===== config.mk =====
export PLATFORM = sky130hd
export DESIGN_NAME = cache_fill_ctrl_flat
export DESIGN_NICKNAME = d
export VERILOG_FILES = /design/src/rtl/cache_fill_if.sv /design/src/rtl/cache_fill_ctrl.sv /design/src/flat_wrapper.sv
export SDC_FILE = /design/constraint.sdc
export NUM_CORES = 1
export LEC_CHECK = 0
export ABC_AREA = 1
export CAP_MARGIN = 20
export CORE_MARGIN = 5
export CORE_UTILIZATION = 38
export DETAILED_ROUTE_END_ITERATION = 12
export HOLD_SLACK_MARGIN = 0.1
export PLACE_DENSITY = 0.8
export SYNTH_ARGS = -nofsm -noshare
export SYNTH_HDL_FRONTEND = slang
export SYNTH_SLANG_ARGS = --single-unit

===== constraint.sdc =====
create_clock -name clk -period 1.9 [get_ports clk]
set_input_delay 0.38 -clock clk [delete_from_list [all_inputs] [get_ports clk]]
set_output_delay 0.38 -clock clk [all_outputs]
set_load 0.005 [all_outputs]

===== src/rtl/cache_fill_if.sv =====
// Cache/memory signal bundle for the miss-handling controller.
// The controller is the master: it drives memory requests and array writes.
interface cache_fill_if #(
  parameter int ADDR_W = 16,
  parameter int DATA_W = 16,
  parameter int CNT_W  = 3
);
  logic              miss_detected;
  logic [ADDR_W-1:0] miss_address;
  logic              victim_dirty;
  logic [ADDR_W-1:0] victim_address;
  logic [DATA_W-1:0] wb_rdata;
  logic              mem_ready;
  logic              mem_data_valid;
  logic [DATA_W-1:0] mem_rdata;
  logic              fsm_busy;
  logic              mem_req;
  logic              mem_we;
  logic [ADDR_W-1:0] mem_address;
  logic [DATA_W-1:0] mem_wdata;
  logic [CNT_W-1:0]  wb_index;
  logic              write_data_array;
  logic [CNT_W-1:0]  fill_index;
  logic [DATA_W-1:0] fill_data;
  logic              write_tag_array;

  modport master (
    input  miss_detected, miss_address, victim_dirty, victim_address, wb_rdata,
           mem_ready, mem_data_valid, mem_rdata,
    output fsm_busy, mem_req, mem_we, mem_address, mem_wdata, wb_index,
           write_data_array, fill_index, fill_data, write_tag_array
  );

  modport slave (
    output miss_detected, miss_address, victim_dirty, victim_address, wb_rdata,
           mem_ready, mem_data_valid, mem_rdata,
    input  fsm_busy, mem_req, mem_we, mem_address, mem_wdata, wb_index,
           write_data_array, fill_index, fill_data, write_tag_array
  );
endinterface


===== src/rtl/cache_fill_ctrl.sv =====
// Write-back cache miss handler: optional dirty-victim write-back, then a line
// fill with up to MAX_OUTSTANDING pipelined reads returning in order.
//
// state | meaning
// IDLE  | waiting for a miss; latches line/victim bases
// WB    | writing the dirty victim line back, one word per accepted request
// FILL  | issuing reads and writing returned words into the data array
module cache_fill_ctrl #(
  parameter int ADDR_W          = 16,
  parameter int WORD_BYTES      = 2,
  parameter int BLOCK_WORDS     = 8,
  parameter int MAX_OUTSTANDING = 4
) (
  input logic           clk,
  input logic           rst,
  cache_fill_if.master  bus
);
  localparam int BO_W   = $clog2(WORD_BYTES);
  localparam int CNT_W  = $clog2(BLOCK_WORDS);
  localparam int OFF_W  = CNT_W + BO_W;
  localparam int OST_W  = $clog2(MAX_OUTSTANDING) + 1;
  localparam int BASE_W = ADDR_W - OFF_W;

  typedef logic [CNT_W:0]      cnt_t;
  typedef logic [OST_W-1:0]    ost_t;
  typedef logic [BASE_W-1:0]   base_t;
  typedef logic [ADDR_W-1:0]   addr_t;
  typedef enum logic [1:0] {IDLE, WB, FILL} state_t;

  localparam cnt_t BLK     = cnt_t'(BLOCK_WORDS);
  localparam cnt_t LAST    = cnt_t'(BLOCK_WORDS - 1);
  localparam ost_t MAX_OST = ost_t'(MAX_OUTSTANDING);

  state_t state_q, state_d;
  base_t  line_base_q, line_base_d, victim_base_q, victim_base_d;
  cnt_t   req_cnt_q, req_cnt_d, resp_cnt_q, resp_cnt_d;
  ost_t   ost_q, ost_d;
  logic   issue, rsp;

  always_ff @(posedge clk) begin
    if (rst) begin
      state_q       <= IDLE;
      line_base_q   <= '0;
      victim_base_q <= '0;
      req_cnt_q     <= '0;
      resp_cnt_q    <= '0;
      ost_q         <= '0;
    end else begin
      state_q       <= state_d;
      line_base_q   <= line_base_d;
      victim_base_q <= victim_base_d;
      req_cnt_q     <= req_cnt_d;
      resp_cnt_q    <= resp_cnt_d;
      ost_q         <= ost_d;
    end
  end

  always_comb begin
    state_d              = state_q;
    line_base_d          = line_base_q;
    victim_base_d        = victim_base_q;
    req_cnt_d            = req_cnt_q;
    resp_cnt_d           = resp_cnt_q;
    ost_d                = ost_q;
    issue                = 1'b0;
    rsp                  = 1'b0;
    bus.fsm_busy         = 1'b0;
    bus.mem_req          = 1'b0;
    bus.mem_we           = 1'b0;
    bus.mem_address      = '0;
    bus.mem_wdata        = '0;
    bus.wb_index         = '0;
    bus.write_data_array = 1'b0;
    bus.fill_index       = '0;
    bus.fill_data        = '0;
    bus.write_tag_array  = 1'b0;
    case (state_q)
      IDLE: begin
        bus.fsm_busy = bus.miss_detected;
        if (bus.miss_detected) begin
          line_base_d   = bus.miss_address[ADDR_W-1:OFF_W];
          victim_base_d = bus.victim_address[ADDR_W-1:OFF_W];
          req_cnt_d     = '0;
          resp_cnt_d    = '0;
          ost_d         = '0;
          state_d       = bus.victim_dirty ? WB : FILL;
        end
      end
      WB: begin
        bus.fsm_busy    = 1'b1;
        bus.mem_we      = 1'b1;
        bus.mem_req     = (req_cnt_q < BLK);
        bus.mem_address = addr_t'({victim_base_q, req_cnt_q[CNT_W-1:0]}) << BO_W;
        bus.wb_index    = req_cnt_q[CNT_W-1:0];
        bus.mem_wdata   = bus.wb_rdata;
        issue           = bus.mem_req & bus.mem_ready;
        if (issue) begin
          if (req_cnt_q == LAST) begin
            req_cnt_d = '0;
            state_d   = FILL;
          end else begin
            req_cnt_d = req_cnt_q + cnt_t'(1);
          end
        end
      end
      FILL: begin
        bus.fsm_busy    = 1'b1;
        bus.mem_req     = (req_cnt_q < BLK) && (ost_q < MAX_OST);
        bus.mem_address = addr_t'({line_base_q, req_cnt_q[CNT_W-1:0]}) << BO_W;
        issue           = bus.mem_req & bus.mem_ready;
        // Returns with nothing outstanding are stray and must not touch the array.
        rsp             = bus.mem_data_valid && (ost_q != '0);
        if (issue) req_cnt_d = req_cnt_q + cnt_t'(1);
        if (issue && !rsp) ost_d = ost_q + ost_t'(1);
        else if (rsp && !issue) ost_d = ost_q - ost_t'(1);
        if (rsp) begin
          bus.write_data_array = 1'b1;
          bus.fill_index       = resp_cnt_q[CNT_W-1:0];
          bus.fill_data        = bus.mem_rdata;
          resp_cnt_d           = resp_cnt_q + cnt_t'(1);
          if (resp_cnt_q == LAST) begin
            bus.write_tag_array = 1'b1;
            state_d             = IDLE;
          end
        end
      end
      default: state_d = IDLE;
    endcase
    // Reset silences every output immediately so an aborted miss writes nothing.
    if (rst) begin
      bus.fsm_busy         = 1'b0;
      bus.mem_req          = 1'b0;
      bus.mem_we           = 1'b0;
      bus.mem_address      = '0;
      bus.mem_wdata        = '0;
      bus.wb_index         = '0;
      bus.write_data_array = 1'b0;
      bus.fill_index       = '0;
      bus.fill_data        = '0;
      bus.write_tag_array  = 1'b0;
    end
  end
endmodule


===== src/flat_wrapper.sv =====
// flat-port wrapper written by rule: the top's interface ports become plain ports
module cache_fill_ctrl_flat 
#(
  parameter int ADDR_W          = 16,
  parameter int WORD_BYTES      = 2,
  parameter int BLOCK_WORDS     = 8,
  parameter int MAX_OUTSTANDING = 4
)
  (clk, rst, bus_miss_detected, bus_miss_address, bus_victim_dirty, bus_victim_address, bus_wb_rdata, bus_mem_ready, bus_mem_data_valid, bus_mem_rdata, bus_fsm_busy, bus_mem_req, bus_mem_we, bus_mem_address, bus_mem_wdata, bus_wb_index, bus_write_data_array, bus_fill_index, bus_fill_data, bus_write_tag_array);
  cache_fill_if #(.ADDR_W(ADDR_W), .DATA_W(16), .CNT_W(3)) bus_i ();
  input logic clk;
  input logic rst;
  input wire logic [$bits(bus_i.miss_detected)-1:0] bus_miss_detected;
  input wire logic [$bits(bus_i.miss_address)-1:0] bus_miss_address;
  input wire logic [$bits(bus_i.victim_dirty)-1:0] bus_victim_dirty;
  input wire logic [$bits(bus_i.victim_address)-1:0] bus_victim_address;
  input wire logic [$bits(bus_i.wb_rdata)-1:0] bus_wb_rdata;
  input wire logic [$bits(bus_i.mem_ready)-1:0] bus_mem_ready;
  input wire logic [$bits(bus_i.mem_data_valid)-1:0] bus_mem_data_valid;
  input wire logic [$bits(bus_i.mem_rdata)-1:0] bus_mem_rdata;
  output wire logic [$bits(bus_i.fsm_busy)-1:0] bus_fsm_busy;
  output wire logic [$bits(bus_i.mem_req)-1:0] bus_mem_req;
  output wire logic [$bits(bus_i.mem_we)-1:0] bus_mem_we;
  output wire logic [$bits(bus_i.mem_address)-1:0] bus_mem_address;
  output wire logic [$bits(bus_i.mem_wdata)-1:0] bus_mem_wdata;
  output wire logic [$bits(bus_i.wb_index)-1:0] bus_wb_index;
  output wire logic [$bits(bus_i.write_data_array)-1:0] bus_write_data_array;
  output wire logic [$bits(bus_i.fill_index)-1:0] bus_fill_index;
  output wire logic [$bits(bus_i.fill_data)-1:0] bus_fill_data;
  output wire logic [$bits(bus_i.write_tag_array)-1:0] bus_write_tag_array;
  assign bus_i.miss_detected = bus_miss_detected;
  assign bus_i.miss_address = bus_miss_address;
  assign bus_i.victim_dirty = bus_victim_dirty;
  assign bus_i.victim_address = bus_victim_address;
  assign bus_i.wb_rdata = bus_wb_rdata;
  assign bus_i.mem_ready = bus_mem_ready;
  assign bus_i.mem_data_valid = bus_mem_data_valid;
  assign bus_i.mem_rdata = bus_mem_rdata;
  assign bus_fsm_busy = bus_i.fsm_busy;
  assign bus_mem_req = bus_i.mem_req;
  assign bus_mem_we = bus_i.mem_we;
  assign bus_mem_address = bus_i.mem_address;
  assign bus_mem_wdata = bus_i.mem_wdata;
  assign bus_wb_index = bus_i.wb_index;
  assign bus_write_data_array = bus_i.write_data_array;
  assign bus_fill_index = bus_i.fill_index;
  assign bus_fill_data = bus_i.fill_data;
  assign bus_write_tag_array = bus_i.write_tag_array;
  cache_fill_ctrl #(.ADDR_W(ADDR_W), .WORD_BYTES(WORD_BYTES), .BLOCK_WORDS(BLOCK_WORDS), .MAX_OUTSTANDING(MAX_OUTSTANDING)) u_core (.clk(clk), .rst(rst), .bus(bus_i));
endmodule

Word-level counts from Yosys, hierarchy flattened
Index checks and enable logic that the tools add are counted.
W data, S select, Z words.
{ "word_totals": {"register_bits": 37, "in_bits": 70, "wordCells": 84} }
{ "op_classes": {"n_addsub": 4, "n_lt_le_gt_ge": 2, "eq_ne": 11, "n_mux": 43, "bitwise_logic": 2, "n_reduce_logical": 16} }
{ "ops": {"columns": ["op", "count"], "rows": [
  ["$mux W16", 6],
  ["$pmux W16 S2", 1],
  ["$mux W3", 8],
  ["$mux W4", 5],
  ["$mux W2", 6],
  ["$pmux W4 S3", 1],
  ["$mux W1", 11],
  ["$ne A2 B1 Y1 const B", 5],
  ["$add A4 B1 Y4 const B", 2],
  ["$eq A4 B3 Y1 const B", 2],
  ["$pmux W4 S2", 1],
  ["$pmux W2 S3", 1],
  ["$pmux W3 S2", 1],
  ["$reduce_and A3 Y1", 2],
  ["$reduce_bool A3 Y1", 2],
  ["$reduce_and A5 Y1", 1],
  ["$logic_and A1 B1 Y1", 4],
  ["$lt A4 B4 Y1 const B", 1],
  ["$pmux W1 S2", 2],
  ["$reduce_and A4 Y1", 1],
  ["$add A3 B1 Y3 const B", 1],
  ["$lt A3 B3 Y1 const B", 1],
  ["$ne A3 B1 Y1 const B", 1],
  ["$sub A3 B1 Y3 const B", 1],
  ["9 further kinds", 11]
]} }

Logic depth before layout (Yosys ltp)
{ "logic_depth": {"word_depth": 8, "depth_mapped": 12, "depth_no_buf": 12} }

Worst setup path before layout
No wires, ideal clock.
{ "synth_path": {"path_kind": "reg2out", "from": "reg u_core.state_q[0]", "to": "out bus_fill_data[0]", "arrival_time_ps": 1238, "required_time_ps": 1520, "slack_ps": 282, "stages_incl_launch_ff": 8, "n_path_buf": 1, "cell_sequence": "dfxtp_1 > inv_1 > ha_1 > inv_2 > nor3_2 > inv_2 > buf_2 > nor2_1"} }
{ "synth_between": {"elab_chain_len": 3} }
{ "synth_lines": {"columns": ["element", "line_no", "text"], "rows": [
  ["start: declaration", "cache_fill_ctrl.sv:34", "state_t state_q, state_d;"],
  ["start signal: assignment", "cache_fill_ctrl.sv:49", "state_q <= state_d;"],
  ["$eq A2 B2 Y1", "cache_fill_ctrl.sv:77", "case (state_q)"],
  ["$mux W16", "cache_fill_ctrl.sv:77", null],
  ["$mux W16", "cache_fill_ctrl.sv:130", "if (rst) begin"],
  ["end: declaration", "flat_wrapper.sv:29", "output wire logic [$bits(bus_i.fill_data)-1:0] bus_fill_data;"]
]} }
No other way between the ends.

Worst setup path in the final report
{ "layout_path": {"from": "reg u_core.state_q[0]", "to": "out bus_fill_data[7]"} }
The elaborated chain is that of the path after synthesis.

==> results.tsv <==
stage	metric	value	unit
run_status	status	complete, but fails checks	
run_status	violations	negative setup slack	
floorplanning	die-area	7420	um^2
synth	synthTopCellsByCount	nor2_1 (102), nand2_1 (54), inv_1 (40), dfxtp_1 (37), o21ai_0 (30)	
worst_setup_path	critPathLaunchType	flip-flop	
place	place_hpwl	5.43	mm
worst_setup_path	crit_top_cell	inv_4	
floorplanning	ios	129	
clock_tree	cts_root_buf	clkbuf_8	
synth	ys_top_cells_by_area	dfxtp_1 (34%), nor2_1 (17%), nand2_1 (9.2%)	
drt	wl_met3	753	um
floorplanning	fp-row-count	27	
worst_setup_path	cp_slowest_stage_delay	360	ps
pwr	peakVddDrop	683	uV
finish	syn_to_final_growth	84.4	%
place	place_inst	555	
global_routing	antenna_found_initial	0	
worst_setup_path	cp_max_fo	5	
drt	viasPerCell	4.84	
pwr	p_leak	1.84	nW
sta	slew_viol_final	0	
global_routing	grt_pass1_vias	2683	
floorplanning	die_y	86.1	um
synth	async_flop_share	0	%
synth	synth_edf_count	0	
sta	rsz0062_at_grt	yes	
worst_setup_path	end_kind	output pin	
clock_tree	clockBufferDepth	2	
finish	n_fill_cell	443	
finish	layout.cells.non_filler	586	
worst_setup_path	r2r_slack	100	ps
sta	max_freq	0.491	GHz
global_routing	grt_pass1_wl	12.5	mm
clock_tree	cts.sinks	37	
global_routing	overflow	0	
drt	wl_per_cell	13.8	um
drt	dr.pass1.iters	4	
clock_tree	htree_levels	2	
synth	syn_inst	355	
global_routing	grtUsageTotal	20.8	%
drt	dr_wl_met2	4.23	mm
drt	route.antenna.remaining_nets	0	
job	cap_violations	0	
worst_setup_path	slowest_stage	dfxtp_4	
sta	fin_crit	2030	ps
drt	num_vias	2839	
clock_tree	clk_pin_slew	70	ps
synth	ys_seq_elements	37	
drt	first_iter_violations	105	
min_path	hold_path_class	reg -> reg	
worst_setup_path	critical_path_class	reg -> out	
place	io_buffers	119	
finish	final_util	72.9	%
pwr	power-per-cell-area	1160	nW/um^2
global_routing	grt_max_degree	32	
synth	syn_area_per_cell	6.20	um^2
drt	routed_wl	8.11	mm
sta	fin_ws	-135	ps
finish	antennaDiodeCount	0	
place	gp_congestion	0.820	
sta	setup_viol	46	
sta	finalHoldViolCount	0	
place	dpl_cell_area	3610	um^2
synth	synth_top_area_share	33.6	%
synth	yosys.cell_types.count	28	
clock_tree	cts_tree	yes	
drt	drcViolationCount	0	
synth	synth_ff_type	dfxtp_1	
synth	yosysWarnings	0	
synth	syn-num-nets	432	
synth	synth-seq-area-share	33.6	%
worst_setup_path	cp.arrival	1650	ps
floorplanning	start_util	39.5	%
floorplanning	die_w	86.1	um
synth	synth.cell_area	2200	um^2
drt	top_layer	met4	
synth	synth_area_leader_cell	dfxtp_1	
pwr	power	4.69	mW
finish	drive_above_1_share	35.8	%
finish	final_cell_area	4060	um^2
place	post-place-ws	-660	ps
finish	layout.nets	590	
synth	synth.most_common_cell	nor2_1	
sta	period_share	107	%
clock_tree	cts_buffers	5	
worst_setup_path	cp.required	1520	ps
worst_setup_path	path_cells	inv_4 -> ha_4 -> inv_4 -> nor3_4 -> buf_12 -> clkinvlp_4 -> buf_6 -> nor2_2 -> buf_2	
sta	skew	2.82	ps
clock_tree	clock_latency	290	ps
floorplanning	core_region_area	5570	um^2
drt	wl_met1	3.00	mm
routing by layer:
layer	GRT usage, %	vias to the layer above
li1	-	1421
met3	5.28	13
met1	22.9	1287
met5	0	-
met2	39.5	118
met4	4.46	0
sequential cells by signal (all words and copies together), names as in the netlist:
register / cells
u_core.resp_cnt_q: 4
u_core.victim_base_q: 12
u_core.ost_q: 3
u_core.state_q: 2
u_core.req_cnt_q: 4
u_core.line_base_q: 12
area by class of cell:
cell class | count | area [um^2] | area share (%)
Tap cell | 72 | 90.1 | 2.22
Clock inverter | 2 | 37.5 | 0.924
Inverter | 46 | 190 | 4.68
Clock buffer | 6 | 82.6 | 2.03
Multi-Input combinational cell | 254 | 1490 | 36.8
Timing Repair Buffer | 167 | 1400 | 34.4
Sequential cell | 37 | 753 | 18.5
Timing Repair inverter | 2 | 15.0 | 0.370
repair_timing:
action,CTS,global route
pin swaps,9,8
setup endpoints to repair,58,51
setup buffers,16,6
hold endpoints to repair,0,0
hold buffers,0,0
gates resized for setup,281,55
gates cloned,3,0
placed cells by master, fill, tap and decap left out, types with 10 or more instances in the layout:
master	count
nor2_1	84
clkdlybuf4s50_1	59
buf_2	53
nand2_1	50
inv_1	36
dfxtp_1	33
buf_4	32
o21ai_0	30
a21oi_1	12
nor2_4	10
buf_6	10
path summary, 6_finish.rpt:
kind | startpoint | to | depth (start not counted)
worst max-delay path | u_core.state_q[0] | bus_fill_data[7] | 9
worst min-delay path | u_core.victim_base_q[9] | u_core.victim_base_q[9] | 2
worst max register to register | u_core.state_q[0] | u_core.resp_cnt_q[3] | 10
worst min register to register | u_core.victim_base_q[9] | u_core.victim_base_q[9] | 2
critical path: cells and delay by family (launching register included):
kind / cells / cell delay (ps)
simple gates: 2 / 210
buf+inv: 6 / 640
flops: 1 / 360
fa+ha+maj: 1 / 160
report_power, final:
part,total [mW],switching [mW],leakage (nW),internal [mW]
Sequential,1.12,0.131,0.308,0.992
Combinational,2.85,1.55,1.47,1.30
Clock,0.718,0.291,0.0574,0.427
metrics by stage:
stage               setup TNS, ps  hold slack, ps
floorplan                       0             455
global placement           -19780             461
detailed placement         -22890             471
CTS                         -3100             489
global route                -6040             512
finish                      -3040             488
cell families after synthesis:
family	Yosys count	synth area share [%]
AOI/OAI and AO/OA	65	15.6
xor gates and xnor gates	1	0.398
adders and majority gates	7	4.32
buffers and inverters	64	11.8
DFF	37	33.6
other	1	0.170
and+or+nand+nor	180	34.1
Note: power is estimated with default switching activity, not from simulation.
